--- config.mk ---
export PLATFORM = sky130hd
export DESIGN_NAME = bp_me_wormhole_packet_arbiter
export DESIGN_NICKNAME = d
export VERILOG_FILES = /design/src/rtl/bp_me_wormhole_packet_arbiter.sv
export SDC_FILE = /design/constraint.sdc
export NUM_CORES = 1
export LEC_CHECK = 0
export BUFFER_PORTS_ARGS = -buffer_cell sky130_fd_sc_hd__buf_4
export CORE_AREA = 2 2 79 81
export DETAILED_ROUTE_END_ITERATION = 6
export DIE_AREA = 0 0 81 83
export GPL_TIMING_DRIVEN = 0
export PLACE_DENSITY = 0.77
export SLEW_MARGIN = 0
export SYNTH_ARGS = -nofsm -noshare
export SYNTH_HDL_FRONTEND = slang
export SYNTH_SLANG_ARGS = --single-unit
--- constraint.sdc ---
create_clock -name clk_i -period 3.16 [get_ports clk_i]
set_input_delay 0.158 -clock clk_i [delete_from_list [all_inputs] [get_ports clk_i]]
set_output_delay 0.158 -clock clk_i [all_outputs]
set_load 0.02 [all_outputs]
--- src/rtl/bp_me_wormhole_packet_arbiter.sv ---
`default_nettype none
// ============================================================================
//  Module   : bp_me_wormhole_packet_arbiter
//  Purpose  : Packet-level round-robin arbiter sharing one wormhole link
//             among num_in_p wormhole sources. A grant locks on a head flit
//             and is held until the packet's final flit is accepted.
//             Zero-latency passthrough with no flit storage.
//  Ports    : clk_i, reset_i          - clock, async active-high reset
//             link_data_i/v_i         - per-input flits and valids
//             link_ready_and_o        - per-input ready (only selected input)
//             link_data_o/v_o         - output flit and valid
//             link_ready_and_i        - downstream ready
//             grant_o                 - one-hot selected input, 0 if none
//             locked_o                - high while mid-packet
//  Revision : 1.0 - initial release
// ============================================================================
module bp_me_wormhole_packet_arbiter #(
    parameter int num_in_p     = 2,
    parameter int flit_width_p = 64,
    parameter int len_width_p  = 4,
    parameter int len_offset_p = 0
) (
    input  logic                             clk_i,
    input  logic                             reset_i,
    input  logic [num_in_p*flit_width_p-1:0] link_data_i,
    input  logic [num_in_p-1:0]              link_v_i,
    output logic [num_in_p-1:0]              link_ready_and_o,
    output logic [flit_width_p-1:0]          link_data_o,
    output logic                             link_v_o,
    input  logic                             link_ready_and_i,
    output logic [num_in_p-1:0]              grant_o,
    output logic                             locked_o
);

    localparam int ptr_width_lp = (num_in_p > 1) ? $clog2(num_in_p) : 1;
    localparam logic [ptr_width_lp-1:0] last_idx_lp = ptr_width_lp'(num_in_p - 1);

    typedef enum logic [0:0] {
        IDLE   = 1'b0,
        LOCKED = 1'b1
    } state_e;

    state_e                   state, state_n;
    logic [ptr_width_lp-1:0]  owner, owner_n;
    logic [ptr_width_lp-1:0]  ptr, ptr_n;
    logic [len_width_p-1:0]   count, count_n;
    logic [ptr_width_lp-1:0]  idle_sel, sel;
    logic                     idle_found, active, accept;
    logic [len_width_p-1:0]   head_len;
    logic [2*num_in_p-1:0]    v_twice, v_shift;
    logic [num_in_p-1:0]      v_rot;
    logic [ptr_width_lp:0]    cand;
    logic [flit_width_p-1:0]  flits [num_in_p];

    for (genvar i = 0; i < num_in_p; i++) begin : g_unpack
        assign flits[i] = link_data_i[i*flit_width_p +: flit_width_p];
    end

    function automatic logic [ptr_width_lp-1:0] next_idx(input logic [ptr_width_lp-1:0] i);
        return (i == last_idx_lp) ? '0 : i + 1'b1;
    endfunction

    // Round-robin search: rotate valids so bit k is input (ptr+k) mod num_in_p,
    // then take the lowest set bit.
    always_comb begin
        idle_found = 1'b0;
        idle_sel   = '0;
        cand       = '0;
        v_twice    = {link_v_i, link_v_i};
        v_shift    = v_twice >> ptr;
        v_rot      = v_shift[num_in_p-1:0];
        for (int k = 0; k < num_in_p; k++) begin
            cand = {1'b0, ptr} + (ptr_width_lp+1)'(k);
            if (cand >= (ptr_width_lp+1)'(num_in_p)) begin
                cand = cand - (ptr_width_lp+1)'(num_in_p);
            end
            if (!idle_found && v_rot[k]) begin
                idle_found = 1'b1;
                idle_sel   = cand[ptr_width_lp-1:0];
            end
        end
    end

    assign sel      = (state == LOCKED) ? owner : idle_sel;
    // The owner keeps its grant through bubbles; outputs are forced quiet while reset is held.
    assign active   = !reset_i && ((state == LOCKED) || idle_found);
    assign link_v_o = active & link_v_i[sel];
    assign link_data_o = flits[sel];
    assign accept   = link_v_o & link_ready_and_i;
    assign head_len = link_data_o[len_offset_p +: len_width_p];
    assign locked_o = (state == LOCKED);

    always_comb begin
        grant_o = '0;
        if (active) begin
            grant_o[sel] = 1'b1;
        end
    end

    assign link_ready_and_o = grant_o & {num_in_p{link_ready_and_i}};

    always_comb begin
        state_n = state;
        owner_n = owner;
        ptr_n   = ptr;
        count_n = count;
        case (state)
            IDLE: begin
                if (accept) begin
                    if (head_len == '0) begin
                        ptr_n = next_idx(sel);
                    end else begin
                        owner_n = sel;
                        count_n = head_len;
                        state_n = LOCKED;
                    end
                end
            end
            LOCKED: begin
                if (accept) begin
                    count_n = count - len_width_p'(1);
                    if (count == len_width_p'(1)) begin
                        state_n = IDLE;
                        ptr_n   = next_idx(owner);
                    end
                end
            end
            default: state_n = IDLE;
        endcase
    end

    always_ff @(posedge clk_i or posedge reset_i) begin
        if (reset_i) begin
            state <= IDLE;
            owner <= '0;
            ptr   <= '0;
            count <= '0;
        end else begin
            state <= state_n;
            owner <= owner_n;
            ptr   <= ptr_n;
            count <= count_n;
        end
    end

`ifndef SYNTHESIS
    always_ff @(posedge clk_i) begin
        if (!reset_i) begin
            assert ($onehot0(grant_o))
                else $error("grant_o is not one-hot or zero");
            assert ((link_ready_and_o & ~grant_o) == '0)
                else $error("ready asserted on an unselected input");
        end
    end
`endif

endmodule
`default_nettype wire

**After elaboration in Yosys (flattened, before gate mapping)**

Cells that the tools add are included.

- $lt $le $gt $ge: 5
- Eq/ne operators: 6
- Shift-type cells: 1
- $mul: 0
- Divide/modulo/power cells: 0
- Reduce and logical (&&, ||, !) cells: 10
- Bitwise logic cells: 6
- $add $sub $neg: 6
- Mux-type cells: 31

Operator list:

| operator | number |
|---|---|
| $mux W64 | 3 |
| $mux W1 | 20 |
| $mux W4 | 3 |
| $pmux W4 S2 | 1 |
| $ne A2 B2 Y1 const B | 3 |
| $reduce_and A3 Y1 | 2 |
| $eq A4 B1 Y1 const B | 1 |
| $ge A2 B2 Y1 const B | 2 |
| $logic_not A4 Y1 | 1 |
| $ne A2 B1 Y1 const B | 2 |
| $pmux W1 S2 | 2 |
| $reduce_and A4 Y1 | 1 |
| $shr A4 B1 Y2 | 1 |
| $sub A4 B1 Y4 const B | 1 |
| $logic_and A1 B1 Y1 | 3 |
| $add A1 B1 Y1 const B | 2 |
| $add A1 B1 Y2 const B | 1 |
| $and A1 B1 Y1 | 2 |
| $and A2 B2 Y2 | 1 |
| $ge A1 B2 Y1 const B | 1 |
| $logic_not A1 Y1 | 2 |
| $lt A1 B2 Y1 const B | 1 |
| $mux W2 | 1 |
| $not A1 Y1 | 2 |
| 5 further kinds | 6 |

- Memory bits (writable): 0
- Bits in read-only memories: 0
- Latch bits: 0
- Output and inout bits: 70
- Flip-flop bits (word level): 7
- Memories kept: 0

**Logic depth before layout (Yosys ltp)**

- Depth in word-level cells: 14
- Depth in mapped cells: 8

**Least setup slack after synthesis**

OpenSTA, ideal clock, no wires.

- Kind: register to register
- Start: register state (netlist: locked_o)
- End: register owner
- Slack: 1.100 ns
- Data arrival time: 1.933 ns
- Stages on the path, launching flop included: 8
- Cell sequence: dfrtp_1 > and3b_1 > or3b_1 > buf_2 > or2_0 > buf_2 > nor3_2 > mux2_1

- Word-level cells in the longest chain between the ends: 8
- Elaborated cells on any way between the ends: 15
- Those cells by class: mux: 6; bitwise: 5; reduce/logical: 4

Ends and longest elaborated chain:

| element | RTL line | RTL |
|---|---|---|
| start: declaration | 43 | `state_e state, state_n;` |
| start signal: assignment | 139 | `state <= state_n;` |
| $mux W1 | 84 | `assign sel = (state == LOCKED) ? owner : idle_sel;` |
| $not A1 Y2 (not written as such) | 88 | `assign link_data_o = flits[sel];` |
| $mux W64 (not written as such) (3 in a row) | 88 |  |
| $logic_not A4 Y1 | 110 | `if (head_len == '0) begin` |
| $not A1 Y1 (no line) | - |  |
| $reduce_and A3 Y1 (no line) | - |  |
| end signal: assignment | 140 | `owner <= owner_n;` |
| end: declaration | 44 | `logic [ptr_width_lp-1:0] owner, owner_n;` |

Several ways; a longest one is shown, not always the timed one. The select of a mux whose other input is x is not followed.
A chain may end at the register's enable or synchronous reset.

**Worst setup path in the final report**

- Start: register state (netlist: locked_o)
- End: output link_data_o[61]

- Word-level cells in the longest chain between the ends: 5

Ends and longest elaborated chain:

| element | RTL line | RTL |
|---|---|---|
| $mux W1 | 84 |  |
| $not A1 Y2 (not written as such) | 88 |  |
| $mux W64 (not written as such) (3 in a row) | 88 |  |
| end: declaration | 28 | `output logic [flit_width_p-1:0] link_data_o,` |

No other way between the ends. The select of a mux whose other input is x is not followed.

==> Implementation_results.wiki <==
{| class="wikitable"
! Metric !! Value
|-
| Status || complete, no violations
|-
| Depth of the worst hold-timing path || 3
|-
| Height of the chip || 83 um
|-
| Flop pwr share || 0.063
|-
| Proportion of register bits with asynchronous set or reset after synthesis || 1.00
|-
| Antenna diode count || 0
|-
| CTS Root Cell || sky130_fd_sc_hd__clkbuf_8
|-
| Total of cells resized after clock tree synthesis || 0
|-
| Drt pass-1 iters || 4
|-
| Maximum fanout encountered on the critical timing path || 10
|-
| Final Slew Violations || 0
|-
| Die Width || 81 um
|-
| Combinational family with the most area after synthesis || simple AND/OR/NAND/NOR gates
|-
| Kind of path behind the tightest hold check || in2reg
|-
| Average wire length per cell after detail routing || 12.3 um
|-
| VDD IR-drop max || 0.326 mV
|-
| Starting density of the core || 0.239
|-
| Post-detailed-route via-to-cell ratio || between 4 and 5
|-
| Standard-cell rows || 28
|-
| R2r setup slk || 1.06 ns
|-
| Adder-cell share of the synthesized area || 0.0180
|-
| Pre-CTS WS || 0.688 ns
|-
| Total die area || 0.00672 mm2
|-
| Crit path largest cell delay || 0.46 ns
|-
| Number of buffers added by the clock tree synthesis step || 3
|-
| # IOs || approximately 200
|-
| Clk sink count || 7
|-
| Number of warnings issued by yosys || 0
|-
| Sw frac || 0.551
|-
| TritonCTS clock tree || built
|-
| Simple-gate portion of the synthesized area || 0.645
|-
| Data required time of the critical path || 3.00 ns
|-
| Sequential area share after synthesis || 0.126
|-
| Antenna Nets Post-Route || 0
|-
| Maximum clock frequency || between 300 and 400 MHz
|-
| Destination of the worst register-to-register timing path || owner
|-
| Area occupied by registers || 175 um2
|-
| Worst setup EP type || output port
|-
| Number of enable-type register cells in the synthesized netlist || 0
|-
| Pin count of the biggest net entering global routing || 11
|-
| Post-synthesis area per instance || 5.01 um2
|-
| RSZ-0062 raised after global routing || no
|-
| Wire length after detailed routing || a little under 7000 um
|-
| Number of DRC markers in iteration 0 || between 60 and 70
|-
| Power per Cell Area || 697 mW/mm2
|-
| Switch Pwr || 0.00117 W
|-
| Origin of the worst min-delay path || link_v_i[1]
|-
| Slowest cell on the critical path || sky130_fd_sc_hd__clkbuf_1
|-
| Number of global-route vias before repair || 2231
|-
| Multiplexer area fraction after synthesis || 0.0622
|-
| Largest area contributor in the synthesized netlist || sky130_fd_sc_hd__nand2_1
|-
| Area occupied by multi-input gates || 0.00111 mm2
|-
| Critical path class || reg2out
|-
| WHS Endpoint || owner
|-
| FF+latch count, synth || 7
|-
| Area fraction of the dominant cell type after synthesis || 0.492
|-
| Static Leakage || 1.80 nW
|-
| Global-route wire length before repair || 10500 um
|-
| Routability Congestion || 0.818
|-
| Yosys cell types || 34
|-
| Netlist area before placement || 0.00139 mm2
|-
| Hold Violations, Final || 0
|-
| Final min period || 2.67 ns
|-
| Number of antenna violations at the first check in global routing || 0
|-
| Slew headroom || 0.637
|-
| Overall overflow remaining after global route || 0
|-
| Layout overhead on the synthesized area || 120%
|-
| Cells taking the most area after synthesis || sky130_fd_sc_hd__nand2_1 (49%), sky130_fd_sc_hd__dfrtp_1 (13%), sky130_fd_sc_hd__mux2_2 (3.2%)
|-
| Startpoint of the worst register-to-register path || locked_o
|-
| Final period utilization || 0.845
|-
| Detailed Place HPWL || 5790 um
|-
| Synth Area in XOR/XNOR || 0
|-
| R2r worst-path depth || 7
|-
| Setup tns final || 0 ns
|-
| Post-route DRC violation count || 0
|-
| Startpoint type of the worst setup path || flip-flop
|-
| Syn Inst Count || 277
|-
| Portion of total power attributed to the clock network || 0.060
|-
| Net count of the finished layout || 620
|-
| Final standard cell utilization of the core || 0.525
|-
| Cells along the critical path || buf_4 > and2_1 > a31o_2 > buf_2 > clkbuf_1 > buf_1 > nand2_1 > nand2_1 > buf_4
|-
| Quantity of I/O buffers inserted on ports || about 200
|-
| Layout cells sized above 1 || 0.448
|-
| P_int || approximately 0.00096 W
|-
| Number of filler cells placed in the layout || 595
|-
| Most common flop cell mapped by yosys || sky130_fd_sc_hd__dfrtp_1
|-
| Complex-gate fraction of the synthesized area || 0.0757
|-
| Total via count after detailed routing || 2519
|-
| Number of maximum-capacitance violations || 0
|-
| Net count after synthesis || around 400
|-
| Clk_skew || 0.00461 ns
|-
| Clk Latency, worst-skew pair || around 0.23 ns
|-
| Tightest Pin Transition || 0.545 ns
|-
| Largest buffer count on any clock path || 2
|-
| Clock transition at the register clock pins on the worst setup and hold paths after CTS || 0.04 ns
|-
| Arr. time, crit path || 2.51 ns
|-
| H-tree levels || 1
|-
| Final setup violation count || 0
|-
| Combinational Power Share || 0.877
|-
| GR Util All Layers || 0.191
|-
| Final setup slack of the worst path || 0.490 ns
|-
| Core area || 0.00582 mm2
|}
-- final cells by class --
cell class | count | share of cell area
timing repair buffer | 203 | 0.500
multi-input combinational | 245 | 0.364
sequential | 7 | 0.0574
tap | 75 | 0.0307
buffer | 17 | 0.0234
clock buffer | 4 | 0.0148
inverter | 8 | 0.00984
-- synth_stat cells, types with 3 or more instances --
library cell / count
sky130_fd_sc_hd__nand3_1: 5
sky130_fd_sc_hd__clkbuf_1: 9
sky130_fd_sc_hd__o211ai_1: 3
sky130_fd_sc_hd__inv_1: 6
sky130_fd_sc_hd__nor2_1: 7
sky130_fd_sc_hd__nand4_1: 4
sky130_fd_sc_hd__nand2_1: 182
sky130_fd_sc_hd__nor4_1: 5
sky130_fd_sc_hd__mux2i_1: 3
sky130_fd_sc_hd__nor3_1: 7
sky130_fd_sc_hd__buf_1: 4
sky130_fd_sc_hd__a21oi_1: 6
sky130_fd_sc_hd__dfrtp_1: 7
sky130_fd_sc_hd__mux2_2: 4
sky130_fd_sc_hd__buf_2: 3
-- cell families after synthesis --
group / after synthesis
compound gates: 16
fa+ha+maj: 2
buf+inv: 25
flops: 7
mux: 8
simple gates: 219
-- power groups by stage --
| stage | clock network (W) | registers [W] | logic (W) |
|---|---|---|---|
| after global placement | 0 | 0.000134 | 0.00186 |
| after global routing | 0.000135 | 0.000139 | 0.00203 |
| final | 0.000127 | 0.000135 | 0.00186 |
| after detailed placement | 0 | 0.000136 | 0.00188 |
| after floorplan | 0 | 0.000132 | 0.00107 |
| after CTS | 0.000130 | 0.000134 | 0.00188 |
-- registers in the layout, summed over array words and instances, names as in the netlist --
name and count:
count 4, locked_o 1, owner 1, ptr 1
-- worst max path at each step --
stage / from / to / slack (ns) / cells after the start
2_1_floorplan: locked_o / owner / 1.10 / 7
3_3_place_gp: locked_o / link_data_o[15] / 0.72 / 9
3_5_place_dp: locked_o / link_data_o[61] / 0.69 / 9
4_1_cts: locked_o / link_data_o[61] / 0.43 / 9
5_1_grt: locked_o / link_data_o[61] / 0.24 / 9
6_report: locked_o / link_data_o[61] / 0.49 / 9
-- stage by stage --
step	total power [W]	cells	cell area (um2)	hold slack [ns]
6_report	0.00213	559	3050	0.338
5_1_grt	0.00230	559	3050	0.363
4_1_cts	0.00215	559	3050	0.336
3_5_place_dp	0.00201	554	3000	0.149
3_3_place_gp	0.00199	554	3000	0.140
2_1_floorplan	0.00120	277	1390	-0.0386
-- layout by cell type (no fill, tap or decap) --
cell	synthesis	final
sky130_fd_sc_hd__a211oi_1	1	1
sky130_fd_sc_hd__a21oi_1	6	6
sky130_fd_sc_hd__a31o_2	1	1
sky130_fd_sc_hd__a32oi_1	1	1
sky130_fd_sc_hd__and2_1	1	1
sky130_fd_sc_hd__and2_2	1	1
sky130_fd_sc_hd__and3b_1	1	1
sky130_fd_sc_hd__buf_1	4	4
sky130_fd_sc_hd__buf_2	3	3
sky130_fd_sc_hd__buf_4	1	203
sky130_fd_sc_hd__clkbuf_1	9	10
sky130_fd_sc_hd__clkbuf_8	0	3
sky130_fd_sc_hd__clkinv_1	1	1
sky130_fd_sc_hd__dfrtp_1	7	7
sky130_fd_sc_hd__dlygate4sd3_1	0	1
sky130_fd_sc_hd__ha_1	2	2
sky130_fd_sc_hd__inv_1	6	6
sky130_fd_sc_hd__inv_2	1	1
sky130_fd_sc_hd__mux2_1	1	1
sky130_fd_sc_hd__mux2_2	4	4
sky130_fd_sc_hd__mux2i_1	3	3
sky130_fd_sc_hd__nand2_1	182	182
sky130_fd_sc_hd__nand2b_1	2	2
sky130_fd_sc_hd__nand3_1	5	5
sky130_fd_sc_hd__nand4_1	4	4
sky130_fd_sc_hd__nand4b_1	1	1
sky130_fd_sc_hd__nor2_1	7	7
sky130_fd_sc_hd__nor3_1	7	7
sky130_fd_sc_hd__nor3_2	1	1
sky130_fd_sc_hd__nor4_1	5	5
sky130_fd_sc_hd__o211ai_1	3	3
sky130_fd_sc_hd__o21ai_0	2	2
sky130_fd_sc_hd__o2bb2ai_1	1	1
sky130_fd_sc_hd__o311ai_0	1	1
sky130_fd_sc_hd__or2_0	1	1
sky130_fd_sc_hd__or3b_1	1	1
-- per-layer routing --
metal / part of all wire / GRT usage / vias to the layer above
li1: - / - / 1291
met1: 0.39 / 0.226 / 1101
met2: 0.51 / 0.355 / 123
met3: 0.098 / 0.0348 / 4
met4: 0.0049 / 0.0277 / 0
met5: 0 / 0 / -
-- worst max-delay path: cells and delay by family, from the launching register on --
family	cells	cell delay [ns]
DFF	1	0.39
AOI/OAI and AO/OA	1	0.09
and+or+nand+nor	3	0.36
buffers and inverters	5	1.43
-- timing repair --
item / 4_1_cts / 5_1_grt
buffers inserted: 0 / 0
hold buffers: 1 / 0
endpoints found under the hold margin: 7 / 0
(Power assumes the default switching activity.)
